[config.mk]
export PLATFORM = sky130hd
export DESIGN_NAME = muldiv_sequencer
export DESIGN_NICKNAME = d
export VERILOG_FILES = /design/src/rtl/muldiv_sequencer.sv
export SDC_FILE = /design/constraint.sdc
export NUM_CORES = 1
export LEC_CHECK = 0
export CAP_MARGIN = 20
export CORE_MARGIN = 4
export CORE_UTILIZATION = 30
export DETAILED_ROUTE_END_ITERATION = 10
export PLACE_DENSITY = 0.74
export SLEW_MARGIN = 20
export SYNTH_ARGS = -nofsm -noshare
export SYNTH_HDL_FRONTEND = slang
export SYNTH_SLANG_ARGS = --single-unit
[constraint.sdc]
create_clock -name clk -period 1.7 [get_ports clk]
set_clock_uncertainty 0.1 [all_clocks]
set_input_delay 0.17 -clock clk [delete_from_list [all_inputs] [get_ports clk]]
set_output_delay 0.17 -clock clk [all_outputs]
set_load 0.05 [all_outputs]
[src/rtl/muldiv_sequencer.sv]
// Launches mult/div operations, counts unit latency, commits HI/LO and reports done/divide-by-zero.
// Optional divisor==0 refusal is enabled by defining MULDIV_ZERO_CHECK_EN.
module muldiv_sequencer #(
    parameter int MULT_CYCLES = 32,
    parameter int DIV_CYCLES  = 32
) (
    input  logic        clk,
    input  logic        reset,
    input  logic        start_mult,
    input  logic        start_div,
    input  logic [31:0] divisor,
    output logic        multControl,
    output logic        divControl,
    output logic        muxHiControl,
    output logic        muxLoControl,
    output logic        HiWrite,
    output logic        LoWrite,
    output logic        busy,
    output logic        done,
    output logic        divz_exc
);

    // state   | meaning
    // IDLE    | waiting for a start request
    // LAUNCH  | one-cycle start pulse to the selected unit, counter loaded
    // RUN     | unit latency countdown
    // WRITE   | HI/LO load enables asserted
    // DONE    | completion pulse; new starts accepted as in IDLE
    // EXC     | divide-by-zero refused
    typedef enum logic [2:0] {
        S_IDLE, S_LAUNCH, S_RUN, S_WRITE, S_DONE, S_EXC
    } state_t;

    localparam int MAX_CYCLES = (MULT_CYCLES > DIV_CYCLES) ? MULT_CYCLES : DIV_CYCLES;
    localparam int CW         = $clog2(MAX_CYCLES + 1);
    localparam logic [CW-1:0] MULT_LOAD = CW'(MULT_CYCLES - 1);
    localparam logic [CW-1:0] DIV_LOAD  = CW'(DIV_CYCLES - 1);

`ifdef MULDIV_ZERO_CHECK_EN
    localparam bit ZERO_CHECK = 1'b1;
`else
    localparam bit ZERO_CHECK = 1'b0;
`endif

    state_t        state_q, state_d;
    logic          op_q, op_d;
    logic [CW-1:0] cnt_q, cnt_d;
    logic          zero_div;

    assign zero_div = ZERO_CHECK && (divisor == 32'd0);

    always_ff @(posedge clk or posedge reset) begin
        if (reset) begin
            state_q <= S_IDLE;
            op_q    <= 1'b0;
            cnt_q   <= '0;
        end else begin
            state_q <= state_d;
            op_q    <= op_d;
            cnt_q   <= cnt_d;
        end
    end

    always_comb begin
        state_d = state_q;
        op_d    = op_q;
        cnt_d   = cnt_q;
        case (state_q)
            S_IDLE, S_DONE: begin
                // mult has priority when both requests arrive together
                if (start_mult) begin
                    op_d    = 1'b0;
                    state_d = S_LAUNCH;
                end else if (start_div) begin
                    op_d    = 1'b1;
                    state_d = zero_div ? S_EXC : S_LAUNCH;
                end else begin
                    state_d = S_IDLE;
                end
            end
            S_LAUNCH: begin
                cnt_d   = op_q ? DIV_LOAD : MULT_LOAD;
                state_d = S_RUN;
            end
            S_RUN: begin
                if (cnt_q == '0) state_d = S_WRITE;
                else             cnt_d   = cnt_q - 1'b1;
            end
            S_WRITE: state_d = S_DONE;
            S_EXC:   state_d = S_IDLE;
            default: state_d = S_IDLE;
        endcase
    end

    always_comb begin
        multControl  = 1'b0;
        divControl   = 1'b0;
        HiWrite      = 1'b0;
        LoWrite      = 1'b0;
        busy         = 1'b0;
        done         = 1'b0;
        divz_exc     = 1'b0;
        muxHiControl = op_q;
        muxLoControl = op_q;
        case (state_q)
            S_LAUNCH: begin
                multControl = ~op_q;
                divControl  = op_q;
                busy        = 1'b1;
            end
            S_RUN: busy = 1'b1;
            S_WRITE: begin
                HiWrite = 1'b1;
                LoWrite = 1'b1;
                busy    = 1'b1;
            end
            S_DONE:  done     = 1'b1;
            S_EXC:   divz_exc = ZERO_CHECK;
            default: ;
        endcase
    end

endmodule
==> impl_metrics.json, run 1 <==
{
  "rsz0062_at_grt": "false",
  "num_antenna_cells": 0,
  "setup.reg_to_reg.worst_slack_ps": 80,
  "initialDrtViolationCount": 9,
  "die_width_um": 53.9,
  "gpl.final_weighted_congestion": 0.812,
  "setup_violations": 0,
  "power.share.switching_pct": 46.4,
  "kind_of_end_point_of_the_critical_path": "output port",
  "worst_hold_path_type": "in -> async",
  "gate_count_after_technology_mapping": 66,
  "globalRouteOverflowTotal": 0,
  "fp-row-count": 16,
  "critical_path.cell_chain": "inv_2 -> and3_2 -> and2_1 -> buf_12",
  "ys_dominant_reg_cell": "dfrtp_1",
  "final.fill_count": 181,
  "min_period_ps": 1620,
  "number_of_flops_mapped_to_enable_cells_by_yosys": 0,
  "final_cell_area_sq_um": 927,
  "power.clock.fraction_pct": 12.4,
  "coreArea_sq_um": 1980,
  "cp.arrival_ps": 1350,
  "detailedPlacementHpwl_um": 1090,
  "clock_tree.buffer_depth": 2,
  "yosys.area.top_type": "dfrtp_1",
  "post_synthesis_area_per_instance_sq_um": 9.57,
  "status": "complete, no violations",
  "synth_largest_type_area_fraction_pct": 39.6,
  "numPortBuffers": 11,
  "tritoncts.num_buffers": 3,
  "share_seq_of_total_power_pct": 23.1,
  "critical_path.endpoint": "divControl",
  "io-pin-count": 45,
  "worstSkewPairLatency_ps": 280,
  "fraction_of_layout_instances_using_a_drive_strength_above_1_pct": 42.9,
  "grt_use_total_pct": 13.2,
  "timing_max_transition_violations_final": 0,
  "critical-path-max-stage-delay_ps": 430,
  "timing.critical_path.from": "state_q[1]$_DFFE_PP0P_",
  "finalNetCount": 123,
  "cellInternalPower_uw": 979,
  "multi_input_combinational_cell_area_sq_um": 349,
  "crit_required_ps": 1430,
  "effective_utilization_at_floorplan_pct": 31.9,
  "synth_async_sr_flop_share_pct": 100,
  "ir_drop_mv": 1.25,
  "syn_area_sq_um": 632,
  "syn_nets": 104,
  "reg2reg_from": "cnt_q[1]$_DFFE_PP0P_",
  "crit_slowest_cell": "dfrtp_1",
  "final-seq-area_sq_um": 253,
  "die_h_um": 53.9,
  "layout_worst_path_cycle_share_pct": 95.3,
  "post_synth_cell_types": 31,
  "yosysSeqAreaShare_pct": 39.6,
  "grt_first_pass_wirelength_um": 2700,
  "num_vias": 572,
  "worstReg2RegEnd": "cnt_q[1]$_DFFE_PP0P_",
  "power-per-cell-area_nw_per_um2": 1970,
  "cts_root_buffer": "clkbuf_4",
  "clk_pin_slew_ps": 70,
  "report.final.hold_viol_count": 0,
  "maximum_number_of_pins_on_one_net_before_global_route_repair": 12,
  "ys.warnings.count": 0,
  "design.die.area_sq_um": 2900,
  "htreeDepth": 1,
  "yosys_register_bits": 10,
  "drv_cap": 0,
  "grt_pass1_vias": 599,
  "placed_inst_area_sq_um": 841,
  "worst_setup_path_start_kind": "flop",
  "tritoncts": "built",
  "detail-route-antenna-nets": 0,
  "total_power_mw": 1.83,
  "comb_power_share_pct": 64.5,
  "total_switching_power_uw": 848,
  "drt-total-wl_um": 1580,
  "drt_drc_violations_left": 0,
  "area_delta_synth_final_pct": 46.7,
  "max_freq_mhz": 617,
  "clock_sinks": 10,
  "avgRoutedWirePerCell_um": 14.2,
  "synthTopCellsByArea": "dfrtp_1 40%, buf_4 4.8%, nor2_1 4.8%, a2111oi_4 4.4%, ha_1 4.0%",
  "critical_path_class": "reg -> out",
  "r2r_cell_count": 6,
  "via_per_inst": 5.15,
  "static_leakage_nw": 0.374,
  "dr.pass1.iters": 4,
  "initial_antenna_violation_count": 0,
  "critPathMaxFanout": 5
}
## kinds of logic (layout without fill, tap and decap cells)
kind of cell,count (synthesis),count (layout),synth area share [%]
DFF,10,10,39.6
xor gates and xnor gates,1,1,1.39
other,1,1,0.593
AOI/OAI and AO/OA,17,17,23.2
adders and majority gates,2,2,3.96
and+or+nand+nor,23,23,20.4
buffers and inverters,11,29,9.31
muxes,1,1,1.58
## flip-flops by register name (all words and copies together), names as in the netlist
| register | count |
|---|---|
| cnt_q | 6 |
| muxHiControl | 1 |
| state_q | 3 |
## critical path: cells and delay by family, from the launching register on
| kind | cells | cell delay [ps] |
|---|---|---|
| flops | 1 | 430 |
| buf+inv | 2 | 230 |
| simple gates | 2 | 410 |
## cell type report
type / instances / area share, %
inverters: 5 / 2.02
well taps: 27 / 3.64
clock buffers: 4 / 3.91
repair buffers: 20 / 25.5
multi-input cells: 45 / 37.7
flip-flops and latches: 10 / 27.3
## repair_timing
| action | CTS | global route |
|---|---|---|
| hold buffers | 0 | 0 |
| setup buffers | 1 | 2 |
| endpoints found under the setup margin | 3 | 9 |
| pin swaps | 0 | 5 |
| resized for setup | 4 | 6 |
## through the flow
step / hold WS, ps / setup slack, ps / utilization (%) / cells / TNS, ps
after floorplan: -89.8 / -4.64 / - / 66 / -4.64
after global placement: 386 / 16.0 / 42.4 / 104 / 0
after global routing: 140 / 4.25 / 46.8 / 111 / 0
after detailed placement: 403 / -56.3 / 42.4 / 104 / -56.3
final: 80.4 / 80.1 / 46.8 / 111 / 0
after CTS: 103 / -9.69 / 45.1 / 109 / -9.69
## per-layer routing
metal,global-route usage (%),wire length [um]
met1,16.6,696
met4,8.09,36
met2,20.8,777
met3,2.49,67
met5,0,0
## worst min-delay path by stage
stage,from,end,slack [ps]
2_1_floorplan,reset,cnt_q[0]$_DFFE_PP0P_,-90
3_3_place_gp,reset,cnt_q[2]$_DFFE_PP0P_,390
3_5_place_dp,reset,cnt_q[1]$_DFFE_PP0P_,400
4_1_cts,reset,cnt_q[2]$_DFFE_PP0P_,100
5_1_grt,reset,cnt_q[1]$_DFFE_PP0P_,140
6_report,reset,cnt_q[1]$_DFFE_PP0P_,80
## synth_stat cells, types with 2 or more instances
cell type	number
ha_1	2
a21oi_1	3
buf_4	4
dfrtp_1	10
buf_2	2
o31ai_1	2
a211oi_1	3
and3_1	3
nor2_1	8
nor3_1	4
inv_1	4
a31oi_1	2
## layout by cell type (no fill, tap or decap), drive strengths merged
cell / netlist / layout
nor2: 9 / 9
nor3b: 1 / 1
a311oi: 1 / 1
o22a: 1 / 1
conb: 1 / 1
xnor2: 1 / 1
and2: 1 / 1
inv: 5 / 5
ha: 2 / 2
clkdlybuf4s50: 0 / 3
a211o: 1 / 1
buf: 6 / 17
o31ai: 2 / 2
a21boi: 1 / 1
o21ai: 1 / 1
nand2: 1 / 1
clkbuf: 0 / 4
nor3: 4 / 4
mux2i: 1 / 1
a211oi: 3 / 3
nand4: 1 / 1
a2111oi: 1 / 1
dfrtp: 10 / 10
and3: 4 / 4
a21oi: 3 / 3
a31oi: 2 / 2
o311ai: 1 / 1
nand2b: 1 / 1
nand3: 1 / 1
## power by group through the flow
stage	Clock, mW	Combinational [mW]	Sequential [mW]
floorplan	0	0.679	0.419
global placement	0	1.08	0.419
detailed placement	0	1.09	0.424
CTS	0.228	1.11	0.427
global route	0.240	1.25	0.436
finish	0.227	1.18	0.422
Note: power is estimated with default switching activity, not from simulation.
==> inputs of run 2 (changes only) <==
--- a/config.mk
+++ b/config.mk
@@ -7,9 +7,9 @@
 export LEC_CHECK = 0
 export CAP_MARGIN = 20
 export CORE_MARGIN = 4
-export CORE_UTILIZATION = 30
+export CORE_UTILIZATION = 36
 export DETAILED_ROUTE_END_ITERATION = 10
-export PLACE_DENSITY = 0.74
+export PLACE_DENSITY = 0.83
 export SLEW_MARGIN = 20
 export SYNTH_ARGS = -nofsm -noshare
 export SYNTH_HDL_FRONTEND = slang
==> constraint.sdc (replaced) <==
create_clock -name clk -period 2.06 [get_ports clk]
set_clock_uncertainty 0.1 [all_clocks]
set_input_delay 0.206 -clock clk [delete_from_list [all_inputs] [get_ports clk]]
set_output_delay 0.206 -clock clk [all_outputs]
set_load 0.05 [all_outputs]
==> run 2 against run 1 <==
Compared with the run above:
- worst hold slack improved by 23 ps
- setup slack improved by 84 ps
- routed wire length decreased by 13%
- utilization increased by 4.3 points
- die area decreased by 14%
- critical path type unchanged
- clock-buffer cell count unchanged
- final cell count decreased by 18%
- final area decreased by 13%
- sequential power decreased by 8.1%
- via count decreased by 6.8%
- critical path depth decreased by 1
==> impl_metrics.json, run 2 (synthesis gave the netlist of run 1 again) <==
{
  "num_vias": 533,
  "via_per_inst": 5.86,
  "numPortBuffers": 11,
  "power.clock.fraction_pct": 13.4,
  "critical_path_class": "reg -> out",
  "detailedPlacementHpwl_um": 1020,
  "die_width_um": 49.9,
  "htreeDepth": 1,
  "final_common_cell": "dfrtp_1",
  "status": "complete, no violations",
  "grt_first_pass_wirelength_um": 2440,
  "reg2reg_from": "cnt_q[0]$_DFFE_PP0P_",
  "drv_cap": 0,
  "area_delta_synth_final_pct": 27.5,
  "effective_utilization_at_floorplan_pct": 40.1,
  "total_switching_power_uw": 651,
  "minimum_hold_slack_ps": 104,
  "layout_common_cells": "10 x dfrtp_1, 8 x nor2_1, 5 x clkdlybuf4s50_1, 5 x buf_12",
  "setup_tns_final_ps": 0,
  "postCtsResizedCells": 0,
  "crit_required_ps": 1750,
  "post_cts_buffers": 0,
  "ir_drop_mv": 1.05,
  "initial_antenna_violation_count": 0,
  "max_freq_mhz": 528,
  "critPathMaxFanout": 15,
  "timing_max_transition_violations_final": 0,
  "detail-route-antenna-nets": 0,
  "finalNetCount": 114,
  "coreArea_sq_um": 1580,
  "multi_input_combinational_cell_area_sq_um": 323,
  "critical_path.cell_chain": "and3_2 -> and2_1 -> buf_12",
  "die_h_um": 49.9,
  "clock_sinks": 10,
  "drt_drc_violations_left": 0,
  "static_leakage_nw": 0.329,
  "power-per-cell-area_nw_per_um2": 1670,
  "dr.pass1.iters": 4,
  "min_period_ps": 1900,
  "worst_pin_slew_ps": 532,
  "pre_cts_ws_ps": 246,
  "kind_of_end_point_of_the_critical_path": "output port",
  "cp.arrival_ps": 1590,
  "post_cts_hold_buffer_count": 0,
  "fp-row-count": 14,
  "clock_tree.buffer_depth": 2,
  "critical-path-max-stage-delay_ps": 680,
  "clk_pin_slew_ps": 70,
  "r2r_cell_count": 6,
  "drt-total-wl_um": 1380,
  "gpl.final_weighted_congestion": 0.793,
  "final.fill_count": 144,
  "io-pin-count": 45,
  "comb_power_share_pct": 57.8,
  "cts_root_buffer": "clkbuf_4",
  "worst_hold_path_type": "in -> async",
  "power.share.switching_pct": 48.3,
  "worstReg2RegEnd": "cnt_q[1]$_DFFE_PP0P_",
  "final-seq-area_sq_um": 250,
  "initialDrtViolationCount": 5,
  "layout_worst_path_cycle_share_pct": 92.0,
  "tritoncts.num_buffers": 3,
  "report.final.hold_viol_count": 0,
  "crit_slowest_cell": "dfrtp_1",
  "max_slew_margin_vs_limit_pct": 64.5,
  "worstSkewPairLatency_ps": 270,
  "globalRouteOverflowTotal": 0,
  "fraction_of_layout_instances_using_a_drive_strength_above_1_pct": 21.3,
  "num_antenna_cells": 0,
  "setup.reg_to_reg.worst_slack_ps": 230,
  "tritoncts": "built",
  "grt_pass1_vias": 531,
  "setup_violations": 0,
  "largest_register_ff_count": 6,
  "design.die.area_sq_um": 2490,
  "share_seq_of_total_power_pct": 28.8,
  "cellInternalPower_uw": 696,
  "avgRoutedWirePerCell_um": 15.1,
  "timing.final.ws_setup_ps": 164,
  "worst_setup_path_start_kind": "flop",
  "grt_use_total_pct": 13.2,
  "rsz0062_at_grt": "false",
  "maximum_number_of_pins_on_one_net_before_global_route_repair": 16,
  "top_register": "cnt_q"
}
## run 2: changes by cell type in the layout (fill, tap and decap cells not counted), sizes merged
cell and delta:
buf -11, clkdlybuf4s50 +2
## run 2: layout make-up
class                   instances  area share [%]
well taps                      16            2.48
flip-flops and latches         10            31.1
repair buffers                 11            19.6
inverters                       5            2.33
multi-input cells              45            40.1
clock buffers                   4            4.50
## run 2: critical path: cells and delay by family, from the launching register on
| family | cells | cell delay [ps] |
|---|---|---|
| flops | 1 | 680 |
| simple gates | 2 | 490 |
| buf+inv | 1 | 140 |
## run 2: power groups by stage
stage | Sequential (mW) | Clock, mW | Combinational, mW
floorplan | 0.346 | 0 | 0.555
global placement | 0.382 | 0 | 0.766
detailed placement | 0.391 | 0 | 0.782
CTS | 0.387 | 0.187 | 0.786
global route | 0.406 | 0.199 | 0.831
finish | 0.388 | 0.181 | 0.779
## run 2: worst max path at each step
stage | startpoint | to | slack [ps] | cells after the start
after floorplan | state_q[0]$_DFFE_PP0P_ | done | 50 | 2
after global placement | cnt_q[1]$_DFFE_PP0P_ | cnt_q[1]$_DFFE_PP0P_ | 310 | 6
after detailed placement | cnt_q[0]$_DFFE_PP0P_ | cnt_q[1]$_DFFE_PP0P_ | 250 | 6
after CTS | state_q[0]$_DFFE_PP0P_ | divControl | 170 | 3
after global routing | state_q[0]$_DFFE_PP0P_ | divControl | 90 | 3
final | state_q[0]$_DFFE_PP0P_ | divControl | 160 | 3
## run 2: stage by stage
| step | utilization, % | power [mW] | area, sq um | std cells |
|---|---|---|---|---|
| 2_1_floorplan | - | 0.901 | 632 | 66 |
| 6_report | 51.1 | 1.35 | 806 | 91 |
| 5_1_grt | 51.1 | 1.44 | 806 | 91 |
| 4_1_cts | 51.1 | 1.36 | 806 | 91 |
| 3_3_place_gp | 48.8 | 1.15 | 769 | 87 |
| 3_5_place_dp | 48.8 | 1.17 | 769 | 87 |
## run 2: routing by layer
metal	up-vias	track usage, %	wire length (um)
met1	267	16.6	614
met4	0	12.4	47
met3	4	0.904	36
li1	251	-	-
met5	-	0	0
met2	11	19.6	680
==> inputs of run 3 (changes only) <==
--- a/config.mk
+++ b/config.mk
@@ -7,9 +7,11 @@
 export LEC_CHECK = 0
 export CAP_MARGIN = 20
 export CORE_MARGIN = 4
-export CORE_UTILIZATION = 36
+export CORE_UTILIZATION = 38
+export CTS_BUF_LIST = sky130_fd_sc_hd__clkbuf_8
 export DETAILED_ROUTE_END_ITERATION = 10
-export PLACE_DENSITY = 0.83
+export GPL_TIMING_DRIVEN = 0
+export PLACE_DENSITY = 0.87
 export SLEW_MARGIN = 20
 export SYNTH_ARGS = -nofsm -noshare
 export SYNTH_HDL_FRONTEND = slang
==> run 3 against run 2 <==
Compared with the run above:
- setup slack worse by 91 ps
- clock-buffer cell count is 1 lower
- global-route usage hardly changed
- clock power is 9.9% higher
- first-iteration DRC count grew to 3.4 times the previous value
- critical endpoint is now HiWrite
- final cell count is 5.5% higher
- register-to-register slack better by 20 ps
- sequential share of layout area is 0.74 points higher
==> impl_metrics.json, run 3 (synthesis gave the netlist of run 1 again) <==
{
  "globalRouteOverflowTotal": 0,
  "layout_worst_path_cycle_share_pct": 96.5,
  "r2r_cell_count": 6,
  "gpl.final_weighted_congestion": 0.806,
  "worstSkewPairLatency_ps": 230,
  "post_cts_hold_buffer_count": 0,
  "tritoncts.num_buffers": 3,
  "grt_first_pass_wirelength_um": 2350,
  "initialDrtViolationCount": 17,
  "groute.layer.met2.usage_pct": 20.0,
  "worstReg2RegEnd": "cnt_q[1]$_DFFE_PP0P_",
  "critical_path_class": "reg -> out",
  "largest_register_ff_count": 6,
  "die_h_um": 48.8,
  "critical_path.cell_chain": "buf_2 -> and3_1 -> dlygate4sd2_1",
  "design.die.area_sq_um": 2380,
  "setup_tns_final_ps": 0,
  "critPathMaxFanout": 10,
  "crit_slowest_cell": "dlygate4sd2_1",
  "final-instance-count-excl-fill": 96,
  "tritoncts": "built",
  "post_cts_buffers": 0,
  "via_per_inst": 5.59,
  "cts_root_buffer": "clkbuf_8",
  "drt-total-wl_um": 1400,
  "share_seq_of_total_power_pct": 25.3,
  "clk_pin_slew_ps": 50,
  "drt_drc_violations_left": 0,
  "detail-route-antenna-nets": 0,
  "fp-row-count": 14,
  "coreArea_sq_um": 1540,
  "post-place-cells": 93,
  "cp_num_buf_inv": 2,
  "maximum_number_of_pins_on_one_net_before_global_route_repair": 11,
  "power.clock.fraction_pct": 15.5,
  "final_common_cell": "dfrtp_1",
  "status": "complete, no violations",
  "io-pin-count": 45,
  "comb_power_share_pct": 59.1,
  "total_switching_power_uw": 633,
  "power.share.switching_pct": 49.6,
  "top_usage_layer": "met2",
  "setup_violations": 0,
  "layout_common_cells": "10 x dfrtp_1, 8 x nor2_1, 5 x buf_4, 5 x clkdlybuf4s50_1",
  "num_antenna_cells": 0,
  "setup.reg_to_reg.worst_slack_ps": 250,
  "crit_required_ps": 1750,
  "static_leakage_nw": 0.346,
  "cp.arrival_ps": 1680,
  "rsz0062_at_grt": "false",
  "groute.layer.met1.usage_pct": 15.8,
  "reg2reg_from": "cnt_q[1]$_DFFE_PP0P_",
  "effective_utilization_at_floorplan_pct": 41.0,
  "pre_cts_ws_ps": -45.6,
  "cellInternalPower_uw": 644,
  "numPortBuffers": 11,
  "grt_use_total_pct": 13.1,
  "top_register": "cnt_q",
  "avgRoutedWirePerCell_um": 14.6,
  "dr.pass1.iters": 4,
  "max_slew_margin_vs_limit_pct": 66.7,
  "grt_pass1_vias": 522,
  "timing_max_transition_violations_final": 0,
  "ir_drop_mv": 0.822,
  "use_met3_pct": 2.45,
  "drv_cap": 0,
  "worst_hold_path_type": "in -> async",
  "die_width_um": 48.8,
  "min_period_ps": 1990,
  "worst_setup_path_start_kind": "flop",
  "timing.final.ws_setup_ps": 72.8,
  "num_vias": 537,
  "htreeDepth": 1,
  "clock_sinks": 10,
  "area_delta_synth_final_pct": 24.6,
  "fraction_of_layout_instances_using_a_drive_strength_above_1_pct": 22.5,
  "finalNetCount": 120,
  "detailedPlacementHpwl_um": 1060,
  "report.final.hold_viol_count": 0,
  "kind_of_end_point_of_the_critical_path": "output port",
  "clock_tree.buffer_depth": 2,
  "max_freq_mhz": 503,
  "initial_antenna_violation_count": 0,
  "minimum_hold_slack_ps": 152,
  "worst_path_dominant_cell_family": "buffers and inverters",
  "worst_pin_slew_ps": 498,
  "power-per-cell-area_nw_per_um2": 1620,
  "critical-path-max-stage-delay_ps": 530
}
==> run 3: repair_timing <==
action	4_1_cts	5_1_grt
endpoints found under the hold margin	0	0
pin swaps	0	0
gates resized for setup	8	3
setup endpoints to repair	6	2
==> run 3: power groups by stage <==
stage / clock [mW] / sequential (mW) / combinational, mW
after global placement: 0 / 0.321 / 0.774
after CTS: 0.202 / 0.323 / 0.764
after global routing: 0.219 / 0.332 / 0.808
after detailed placement: 0 / 0.327 / 0.788
final: 0.199 / 0.324 / 0.755
after floorplan: 0 / 0.346 / 0.555
==> run 3: layout make-up <==
cell class | instances | area (sq um)
Inverter | 5 | 18.8
Sequential cell | 10 | 250
Buffer | 6 | 40.0
Tap cell | 16 | 20.0
Fill cell | 152 | 754
Timing Repair Buffer | 11 | 93.8
Multi-Input combinational cell | 45 | 323
Clock buffer | 3 | 41.3
==> run 3: per-stage QoR <==
step           instance area [sq um]  total power, mW  util [%]
2_1_floorplan                    632            0.901         -
3_3_place_gp                     762             1.09      49.4
3_5_place_dp                     762             1.11      49.4
4_1_cts                          796             1.29      51.6
5_1_grt                          787             1.36      51.1
6_report                         787             1.28      51.1
==> run 3: worst max-delay path by stage <==
stage	cells past startpoint	endpoint	startpoint	slack, ps
2_1_floorplan	2	done	state_q[0]$_DFFE_PP0P_	50
3_3_place_gp	4	LoWrite	state_q[0]$_DFFE_PP0P_	-30
3_5_place_dp	4	LoWrite	state_q[0]$_DFFE_PP0P_	-50
4_1_cts	5	divControl	state_q[1]$_DFFE_PP0P_	20
5_1_grt	3	HiWrite	state_q[0]$_DFFE_PP0P_	6
6_report	3	HiWrite	state_q[0]$_DFFE_PP0P_	70
==> run 3: layer usage <==
layer,part of all wire [%],vias up
met3,2.7,5
met2,46,11
met4,3.8,0
met1,48,258
met5,0,-
li1,-,263
